### config.mk
export PLATFORM = sky130hd
export DESIGN_NAME = score_keeper
export DESIGN_NICKNAME = d
export VERILOG_FILES = /design/src/rtl/score_keeper_pkg.sv /design/src/rtl/score_grade.sv /design/src/rtl/score_keeper.sv
export SDC_FILE = /design/constraint.sdc
export NUM_CORES = 1
export LEC_CHECK = 0
export CAP_MARGIN = 40
export CORE_UTILIZATION = 40
export DETAILED_ROUTE_END_ITERATION = 12
export SLEW_MARGIN = 40
export SYNTH_ARGS = -nofsm -noshare
export SYNTH_HDL_FRONTEND = slang
export SYNTH_SLANG_ARGS = --single-unit
### constraint.sdc
create_clock -name clk -period 3.85 [get_ports clk]
set_clock_uncertainty 0.2 [all_clocks]
set_input_delay 1.155 -clock clk [delete_from_list [all_inputs] [get_ports clk]]
set_output_delay 1.155 -clock clk [all_outputs]
set_load 0.005 [all_outputs]
### src/rtl/score_keeper_pkg.sv
// Shared note/octave widths, rest code and grade encodings.
// Also holds the score_keeper state type and a saturating counter helper.
package score_keeper_pkg;

    localparam int OCTAVE_BITS = 3;
    localparam int NOTE_BITS   = 4;
    localparam int CNT_W       = 8;

    localparam logic [NOTE_BITS-1:0] NOTE_REST = '0;

    typedef enum logic [1:0] {
        GRADE_D = 2'd0,
        GRADE_C = 2'd1,
        GRADE_B = 2'd2,
        GRADE_A = 2'd3
    } grade_e;

    typedef enum logic [2:0] {
        IDLE,
        WAIT_GOAL,
        ARMED,
        RESULT,
        DONE
    } sk_state_e;

    function automatic logic [CNT_W-1:0] sat_inc8(input logic [CNT_W-1:0] v);
        return (v == '1) ? v : v + 1'b1;
    endfunction

endpackage

### src/rtl/score_grade.sv
// Letter grade from the count of notes played and notes missed.
module score_grade
    import score_keeper_pkg::*;
(
    input  logic [CNT_W-1:0] note_cnt,
    input  logic [CNT_W-1:0] miss_cnt,
    output grade_e           grade
);

    always_comb begin
        grade = GRADE_D;
        if (miss_cnt == '0) begin
            grade = GRADE_A;
        end else if (miss_cnt <= (note_cnt >> 3)) begin
            grade = GRADE_B;
        end else if (miss_cnt <= (note_cnt >> 2)) begin
            grade = GRADE_C;
        end
    end

endmodule

### src/rtl/score_keeper.sv
// Study-mode judge: compares player keys to the goal note and keeps score.
// Define SCORE_OCTAVE_MATCH_EN to require the octave to match as well.
module score_keeper
    import score_keeper_pkg::*;
#(
    parameter int TIMEOUT_TICKS = 2000,
    parameter int HIT_PTS       = 2,
    parameter int SCORE_W       = 10
) (
    input  logic                   clk,
    input  logic                   rst,
    input  logic                   en,
    input  logic                   tick,
    input  logic                   key_vld,
    input  logic [OCTAVE_BITS-1:0] key_oct,
    input  logic [NOTE_BITS-1:0]   key_note,
    input  logic                   goal_vld,
    input  logic [OCTAVE_BITS-1:0] goal_oct,
    input  logic [NOTE_BITS-1:0]   goal_note,
    input  logic                   goal_last,
    output logic                   advance,
    output logic                   judge_hit,
    output logic                   judge_miss,
    output logic [SCORE_W-1:0]     score,
    output logic [3:0]             streak,
    output logic [1:0]             grade,
    output logic                   done
);

    localparam int WIN_W = $clog2(TIMEOUT_TICKS + 1);
    localparam logic [WIN_W-1:0] WIN_LAST = WIN_W'(TIMEOUT_TICKS - 1);
    localparam logic [SCORE_W-1:0] SCORE_MAX = '1;

    sk_state_e              state_q, state_d;
    logic                   en_prev_q;
    logic [WIN_W-1:0]       win_q, win_d;
    logic [NOTE_BITS-1:0]   goal_note_q, goal_note_d;
    logic [OCTAVE_BITS-1:0] goal_oct_q, goal_oct_d;
    logic                   goal_last_q, goal_last_d;
    logic [CNT_W-1:0]       note_cnt_q, note_cnt_d;
    logic [CNT_W-1:0]       miss_cnt_q, miss_cnt_d;
    logic [SCORE_W-1:0]     score_q, score_d;
    logic [3:0]             streak_q, streak_d;
    grade_e                 grade_q, grade_d;
    logic                   done_q, done_d;
    logic                   advance_q, advance_d;
    logic                   hit_q, hit_d;
    logic                   miss_q, miss_d;

    logic                   en_rise;
    logic                   is_rest;
    logic                   key_match;
    logic                   do_hit;
    logic                   do_miss;
    logic [CNT_W-1:0]       note_cnt_inc;
    logic [31:0]            score_sum;
    grade_e                 grade_new;

    assign en_rise      = en && !en_prev_q;
    assign is_rest      = goal_note_q == NOTE_REST;
    assign note_cnt_inc = sat_inc8(note_cnt_q);

`ifdef SCORE_OCTAVE_MATCH_EN
    assign key_match = (key_note == goal_note_q) && (key_oct == goal_oct_q);
`else
    logic unused_oct;
    assign key_match  = key_note == goal_note_q;
    assign unused_oct = ^{key_oct, goal_oct_q};
`endif

    // Bonus point once the streak already stood at four or more.
    assign score_sum = 32'(score_q) + 32'(HIT_PTS)
                     + {31'd0, streak_q >= 4'd4};

    score_grade u_grade (
        .note_cnt (note_cnt_inc),
        .miss_cnt (miss_cnt_q),
        .grade    (grade_new)
    );

    always_comb begin
        state_d     = state_q;
        win_d       = win_q;
        goal_note_d = goal_note_q;
        goal_oct_d  = goal_oct_q;
        goal_last_d = goal_last_q;
        note_cnt_d  = note_cnt_q;
        miss_cnt_d  = miss_cnt_q;
        score_d     = score_q;
        streak_d    = streak_q;
        grade_d     = grade_q;
        done_d      = done_q;
        do_hit      = 1'b0;
        do_miss     = 1'b0;

        if (!en) begin
            state_d = IDLE;
        end else begin
            unique case (state_q)
                IDLE: begin
                    if (en_rise) begin
                        state_d    = WAIT_GOAL;
                        score_d    = '0;
                        streak_d   = '0;
                        note_cnt_d = '0;
                        miss_cnt_d = '0;
                        done_d     = 1'b0;
                    end
                end
                WAIT_GOAL: begin
                    if (goal_vld) begin
                        goal_note_d = goal_note;
                        goal_oct_d  = goal_oct;
                        goal_last_d = goal_last;
                        win_d       = '0;
                        state_d     = ARMED;
                    end
                end
                ARMED: begin
                    // A key in the same cycle as the timeout wins.
                    if (key_vld) begin
                        if (is_rest) begin
                            do_miss = 1'b1;
                            state_d = RESULT;
                        end else if (key_match) begin
                            do_hit  = 1'b1;
                            state_d = RESULT;
                        end else begin
                            do_miss = 1'b1;
                        end
                    end else if (tick) begin
                        if (win_q == WIN_LAST) begin
                            do_hit  = is_rest;
                            do_miss = !is_rest;
                            state_d = RESULT;
                        end else begin
                            win_d = win_q + 1'b1;
                        end
                    end
                end
                RESULT: begin
                    note_cnt_d = note_cnt_inc;
                    if (goal_last_q) begin
                        state_d = DONE;
                        done_d  = 1'b1;
                        grade_d = grade_new;
                    end else begin
                        state_d = WAIT_GOAL;
                    end
                end
                DONE: begin
                    state_d = DONE;
                end
                default: begin
                    state_d = IDLE;
                end
            endcase
        end

        if (do_hit) begin
            streak_d = (streak_q == 4'hF) ? streak_q : streak_q + 1'b1;
            score_d  = (score_sum > 32'(SCORE_MAX)) ? SCORE_MAX
                                                    : score_sum[SCORE_W-1:0];
        end
        if (do_miss) begin
            streak_d   = '0;
            miss_cnt_d = sat_inc8(miss_cnt_q);
        end

        hit_d     = do_hit;
        miss_d    = do_miss;
        advance_d = state_d == RESULT;
    end

    always_ff @(posedge clk) begin
        if (rst) begin
            state_q     <= IDLE;
            en_prev_q   <= 1'b0;
            win_q       <= '0;
            goal_note_q <= '0;
            goal_oct_q  <= '0;
            goal_last_q <= 1'b0;
            note_cnt_q  <= '0;
            miss_cnt_q  <= '0;
            score_q     <= '0;
            streak_q    <= '0;
            grade_q     <= GRADE_D;
            done_q      <= 1'b0;
            advance_q   <= 1'b0;
            hit_q       <= 1'b0;
            miss_q      <= 1'b0;
        end else begin
            state_q     <= state_d;
            en_prev_q   <= en;
            win_q       <= win_d;
            goal_note_q <= goal_note_d;
            goal_oct_q  <= goal_oct_d;
            goal_last_q <= goal_last_d;
            note_cnt_q  <= note_cnt_d;
            miss_cnt_q  <= miss_cnt_d;
            score_q     <= score_d;
            streak_q    <= streak_d;
            grade_q     <= grade_d;
            done_q      <= done_d;
            advance_q   <= advance_d;
            hit_q       <= hit_d;
            miss_q      <= miss_d;
        end
    end

    assign advance    = advance_q;
    assign judge_hit  = hit_q;
    assign judge_miss = miss_q;
    assign score      = score_q;
    assign streak     = streak_q;
    assign grade      = grade_q;
    assign done       = done_q;

endmodule

# Yosys cells after proc, flatten, opt, wreduce, memory -nomap -nowiden
# Index checks and enable logic that the tools add are counted.
dict set report totals {
  reg_bits 56
  input_bits 21
}
dict set report classes {
  n_reduce_logical 24
  n_lt_le_gt_ge 4
  n_mux 52
  add_sub_neg 6
  eq_ne 19
}
# op n
set op_table {}
lappend op_table {{two-way mux 10 bit} 5}
lappend op_table {{two-way mux 8 bit} 6}
lappend op_table {{two-way mux 11 bit} 4}
lappend op_table {{two-way mux 3 bit} 9}
lappend op_table {{case mux 11 bit (2 select lines)} 1}
lappend op_table {{two-way mux 4 bit} 5}
lappend op_table {{!= test 2 bit, second input constant} 9}
lappend op_table {{two-way mux 1 bit} 17}
lappend op_table {{adder 8 x 1 -> 8 bit, second input constant} 2}
lappend op_table {{equality test 8 bit, second input constant} 2}
lappend op_table {{case mux 8 bit (2 select lines)} 1}
lappend op_table {{AND reduction 4 bit} 4}
lappend op_table {{nonzero test 2 bit} 8}
lappend op_table {{case mux 3 bit (5 select lines)} 1}
lappend op_table {{adder 11 x 1 -> 12 bit} 1}
lappend op_table {{greater-than comparator 12 x 10 -> 1 bit, second input constant} 1}
lappend op_table {{AND reduction 3 bit} 4}
lappend op_table {{adder 10 x 2 -> 11 bit, second input constant} 1}
lappend op_table {{adder 11 x 1 -> 11 bit, second input constant} 1}
lappend op_table {{equality test 11 bit, second input constant} 1}
lappend op_table {{equality test 3 x 2 -> 1 bit, second input constant} 3}
lappend op_table {{less-or-equal comparator 8 x 5 -> 1 bit} 1}
lappend op_table {{less-or-equal comparator 8 x 6 -> 1 bit} 1}
lappend op_table {{logical NOT 8 bit} 1}
lappend op_table {{14 further kinds} 16}

# Logic depth before layout (Yosys ltp)
dict set report logic_depth {
  depth_word 9
  mapped_depth 15
}

# Cells and area by module
# From an unflattened synthesis, not the netlist that was laid out.
dict set report unflattened {
  cells_unflattened 398
  hier_area_um2 3328.2
}
# mod instances area_each_um2 cells_each seq_area_each_um2
set modules_own_cells {}
lappend modules_own_cells {score_keeper 1 2994.1 359 1121.1}
lappend modules_own_cells {score_grade 1 334.1 39 0.0}

# Least setup slack after synthesis
# No wires, ideal clock.
dict set report synth_path {
  path_type {register to register}
  startpoint {register note_cnt_q[0]}
  endpoint {register grade_q[0] (netlist: grade[0])}
  synth_period_minus_slack_ns 3.085
  setup_slack_ns 0.765
  arrival_ns 2.793
  required_time_ns 3.558
  stages_incl_launch_ff 15
  cell_sequence {dfxtp_1 -> ha_1 -> and2_1 -> and3_1 -> nand3_1 -> nand3_1 -> xor2_1 -> ha_1 -> a21oi_1 -> o21ai_0 -> o31ai_1 -> a31oi_1 -> o21ai_0 -> a22oi_1 -> o32ai_1}
}
dict set report synth_via {
  elab_chain_cells 6
}
# element line_no
set synth_rtl {}
lappend synth_rtl {{from (decl)} score_keeper.sv:40} ;# logic [CNT_W-1:0] note_cnt_q, note_cnt_d;
lappend synth_rtl {{from (signal assigned)} score_keeper.sv:199} ;# note_cnt_q <= note_cnt_d;
lappend synth_rtl {{adder 8 x 1 -> 8 bit / equality test 8 bit (equally long branches)} score_keeper_pkg.sv:27} ;# return (v == '1) ? v : v + 1'b1;
lappend synth_rtl {{two-way mux 8 bit *} score_keeper_pkg.sv:27}
lappend synth_rtl {{less-or-equal comparator 8 x 6 -> 1 bit} score_grade.sv:16} ;# end else if (miss_cnt <= (note_cnt >> 2)) begin
lappend synth_rtl {{two-way mux 1 bit} score_grade.sv:16}
lappend synth_rtl {{two-way mux 2 bit *} score_grade.sv:14} ;# end else if (miss_cnt <= (note_cnt >> 3)) begin
lappend synth_rtl {{two-way mux 2 bit *} score_grade.sv:12} ;# if (miss_cnt == '0) begin
lappend synth_rtl {{to (signal assigned)} score_keeper.sv:203} ;# grade_q <= grade_d;
lappend synth_rtl {{to (decl)} score_keeper.sv:44} ;# grade_e grade_q, grade_d;
# Every way passes the cells marked *; elsewhere a longest branch is shown, timed or not. The select of a mux whose other input is x is not followed.
# A chain may end at the register's enable or synchronous reset.

# Worst setup path after layout
# Ends and elaborated chain as after synthesis.

==> run metrics <==
number of synthesized flops with an enable pin=0; final setup violation count=0; # diodes=0; Post-Syn Area=3070 um^2; clk root buf=clkbuf_8; status=finished, final reports clean; clk sink count=56; Cell variety after synth=51; Avg WL per Cell=13.2 um; post-synthesis sequential area ratio=36.5%; worst vdd ir=146 uV; FF-to-FF Start=note_cnt_q[0]$_SDFFE_PP0P_; Max Root-Sink Buffers=2; drt pass-1 iters=4; initial antenna violation count=0; first-pass GRT wire length=11900 um; GRT busiest layer=met2; crit path time final=3.39 ns; startpoint types=flip-flop; number of global-route vias before repair=2586; worst reg-to-reg setup slack=0.46 ns; Pwr per Cell Area=271 nW/um^2; synth warn=0; met2 Use GR=32.1%; post-CTS sizing=0; worst hold stages=2; core area=7330 um^2; FF-to-FF End=grade[0]$_SDFFE_PP0P_; Die Y-Extent=89.7 um; final hold viol count=0; gr usage total=19.0%; post-route cell area=3630 um^2; met3 usage=2.93%; Synth area leaders=dfxtp_1 36%, nor2_1 5.7%, ha_1 5.7%; postcts setup bufs=0; Syn Inst Count=390; initial drt markers=63; crit path launch=note_cnt_q[0]$_SDFFE_PP0P_; CP required=3.86 ns; worst slew pin tran=0.607 ns; #FFs+latches synth=56; HP Start=score[0]$_SDFFE_PP0P_; Fillers=719; IO Count=41; H-tree Lvls=2; Layout Nets=460; largest net degree at the start of global routing=18; cell row count=31; Worst-path clk slew=0.10 ns; top cell type's share of synthesized area=36.5%; Leakage=1.33 nW; top cell type by total area after synthesis=dfxtp_1; met1 global-route usage=25.1%; setup_tns=0 ns; critical path class=reg2reg; share of post-route cells with drive strength above 1=4.93%; detailed placement HPWL=5220 um; Layout area overhead=18.2%; DRT Wirelength=6950 um; CTS tree=yes; Hold EP=score[0]$_SDFFE_PP0P_; Die ar.=8040 um^2; DRC=0; die span in x=89.7 um; Critical Path Fanout Max=8; Worst setup EP type=flip-flop; Slew headroom=59.2%; FMAX=295 MHz; vias per cell=5.31; max-cap viol count=0; Final Cycle Share=88.1%; ys flop type=dfxtp_1; Placed Area=3540 um^2; RD Place Congestion=0.780; remaining global-route overflow=0; Hold Buf Count CTS=0; Synth Net Count=425; Clock Latency Late Sink=0.31 ns; RSZ-0062 raised after global routing=false; Worst R2R Path Depth=16; worst hold path type=reg2reg; ANT nets after route=0; Synth async-reset ratio=0%; WP data arrival=3.40 ns; Starting Density=41.9%; total CTS buffers=5; Via Count=2790; Slew Limit Fails=0; input/output buffers=34; mean post-synth cell area=7.88 um^2
critical path, stage by stage (launching register included):
cell     delay, ns
dfxtp_1       0.42
ha_1          0.25
and2_1        0.21
and3_1        0.21
nand3_1       0.10
buf_4         0.18
nand3_1       0.08
o21a_1        0.15
inv_1         0.05
ha_1          0.28
nand2_1       0.06
o21ai_0       0.10
o31ai_1       0.27
a31oi_1       0.12
o21ai_0       0.21
a22oi_1       0.13
o32ai_1       0.28
kinds of logic (layout without fill, tap and decap cells):
kind of cell	after synthesis	in the layout	synth area share, %
muxes	7	7	2.32
DFF	56	56	36.5
and+or+nand+nor	172	172	28.3
buffers and inverters	36	72	4.48
adders and majority gates	14	14	5.70
xor gates and xnor gates	21	21	5.99
AOI/OAI and AO/OA	84	84	16.7
flip-flops by register name, summed over array words and instances, names as in the netlist, 2 cells and up:
| signal | flops |
|---|---|
| state_q | 3 |
| win_q | 11 |
| note_cnt_q | 8 |
| goal_note_q | 4 |
| score | 10 |
| miss_cnt_q | 8 |
| streak | 4 |
| grade | 2 |
cells in the final DEF (no fill, tap or decap), types with 7 or more instances in the layout:
cell             netlist  routed
a21oi_1               27      27
and3_1                 9       9
buf_4                  0       7
clkdlybuf4s50_1        0      34
dfxtp_1               56      56
ha_1                  14      14
inv_1                 23      23
nand2_1               35      35
nand3_1               18      18
nand4_1               10      10
nor2_1                47      47
nor3_1                14      14
o21ai_0               29      29
xnor2_1                8       8
xor2_1                13      13
cells in the mapped netlist (all sizes together), types with 4 or more instances:
| cell type | n |
|---|---|
| a21oi | 27 |
| and2 | 4 |
| and3 | 9 |
| clkbuf | 11 |
| dfxtp | 56 |
| ha | 14 |
| inv | 23 |
| mux2i | 6 |
| nand2 | 35 |
| nand2b | 4 |
| nand3 | 18 |
| nand4 | 10 |
| nor2 | 47 |
| nor2b | 6 |
| nor3 | 14 |
| nor4 | 4 |
| o21ai | 29 |
| or3 | 5 |
| xnor2 | 8 |
| xor2 | 13 |
stage by stage:
| stage | std cells | power, mW | hold WS [ns] | util [%] | worst slack [ns] |
|---|---|---|---|---|---|
| after floorplan | 390 | 0.623 | 0.251 | - | 0.765 |
| after global placement | 517 | 0.649 | 0.257 | 48.3 | 0.278 |
| after detailed placement | 517 | 0.650 | 0.257 | 48.3 | 0.264 |
| after CTS | 525 | 0.991 | 0.272 | 49.5 | 0.477 |
| after global routing | 525 | 1.03 | 0.294 | 49.5 | 0.00561 |
| final | 525 | 0.983 | 0.273 | 49.5 | 0.459 |
final cells by class:
type	count	area, um^2	share of cell area, %
Multi-Input combinational cell	298	1810	49.9
Sequential cell	56	1120	30.9
Timing Repair Buffer	41	393	10.8
Tap cell	99	124	3.41
Clock buffer	7	86.3	2.38
Inverter	23	86.3	2.38
Clock inverter	1	7.51	0.207
worst max-delay path by stage:
| stage | endpoint | slack [ns] | cells past startpoint |
|---|---|---|---|
| final | grade[0]$_SDFFE_PP0P_ | 0.46 | 16 |
| after global routing | grade[0]$_SDFFE_PP0P_ | 0.006 | 16 |
| after CTS | grade[0]$_SDFFE_PP0P_ | 0.48 | 16 |
| after detailed placement | streak[3]$_SDFFE_PP0P_ | 0.26 | 7 |
| after global placement | win_q[10]$_SDFFE_PP0P_ | 0.28 | 7 |
| after floorplan | grade[0]$_SDFFE_PP0P_ | 0.76 | 14 |
per-layer routing:
layer | share of wire, % | vias to the layer above
met5 | 0 | -
met2 | 46 | 26
met1 | 51 | 1301
li1 | - | 1459
met3 | 2.0 | 4
met4 | 0.76 | 0
power breakdown:
part | leakage, nW | internal [mW] | switching (mW)
clock | 0.0445 | 0.147 | 0.200
combinational | 0.839 | 0.0247 | 0.0282
sequential | 0.451 | 0.581 | 0.00203
total | 1.33 | 0.753 | 0.230
(Power assumes the default switching activity.)
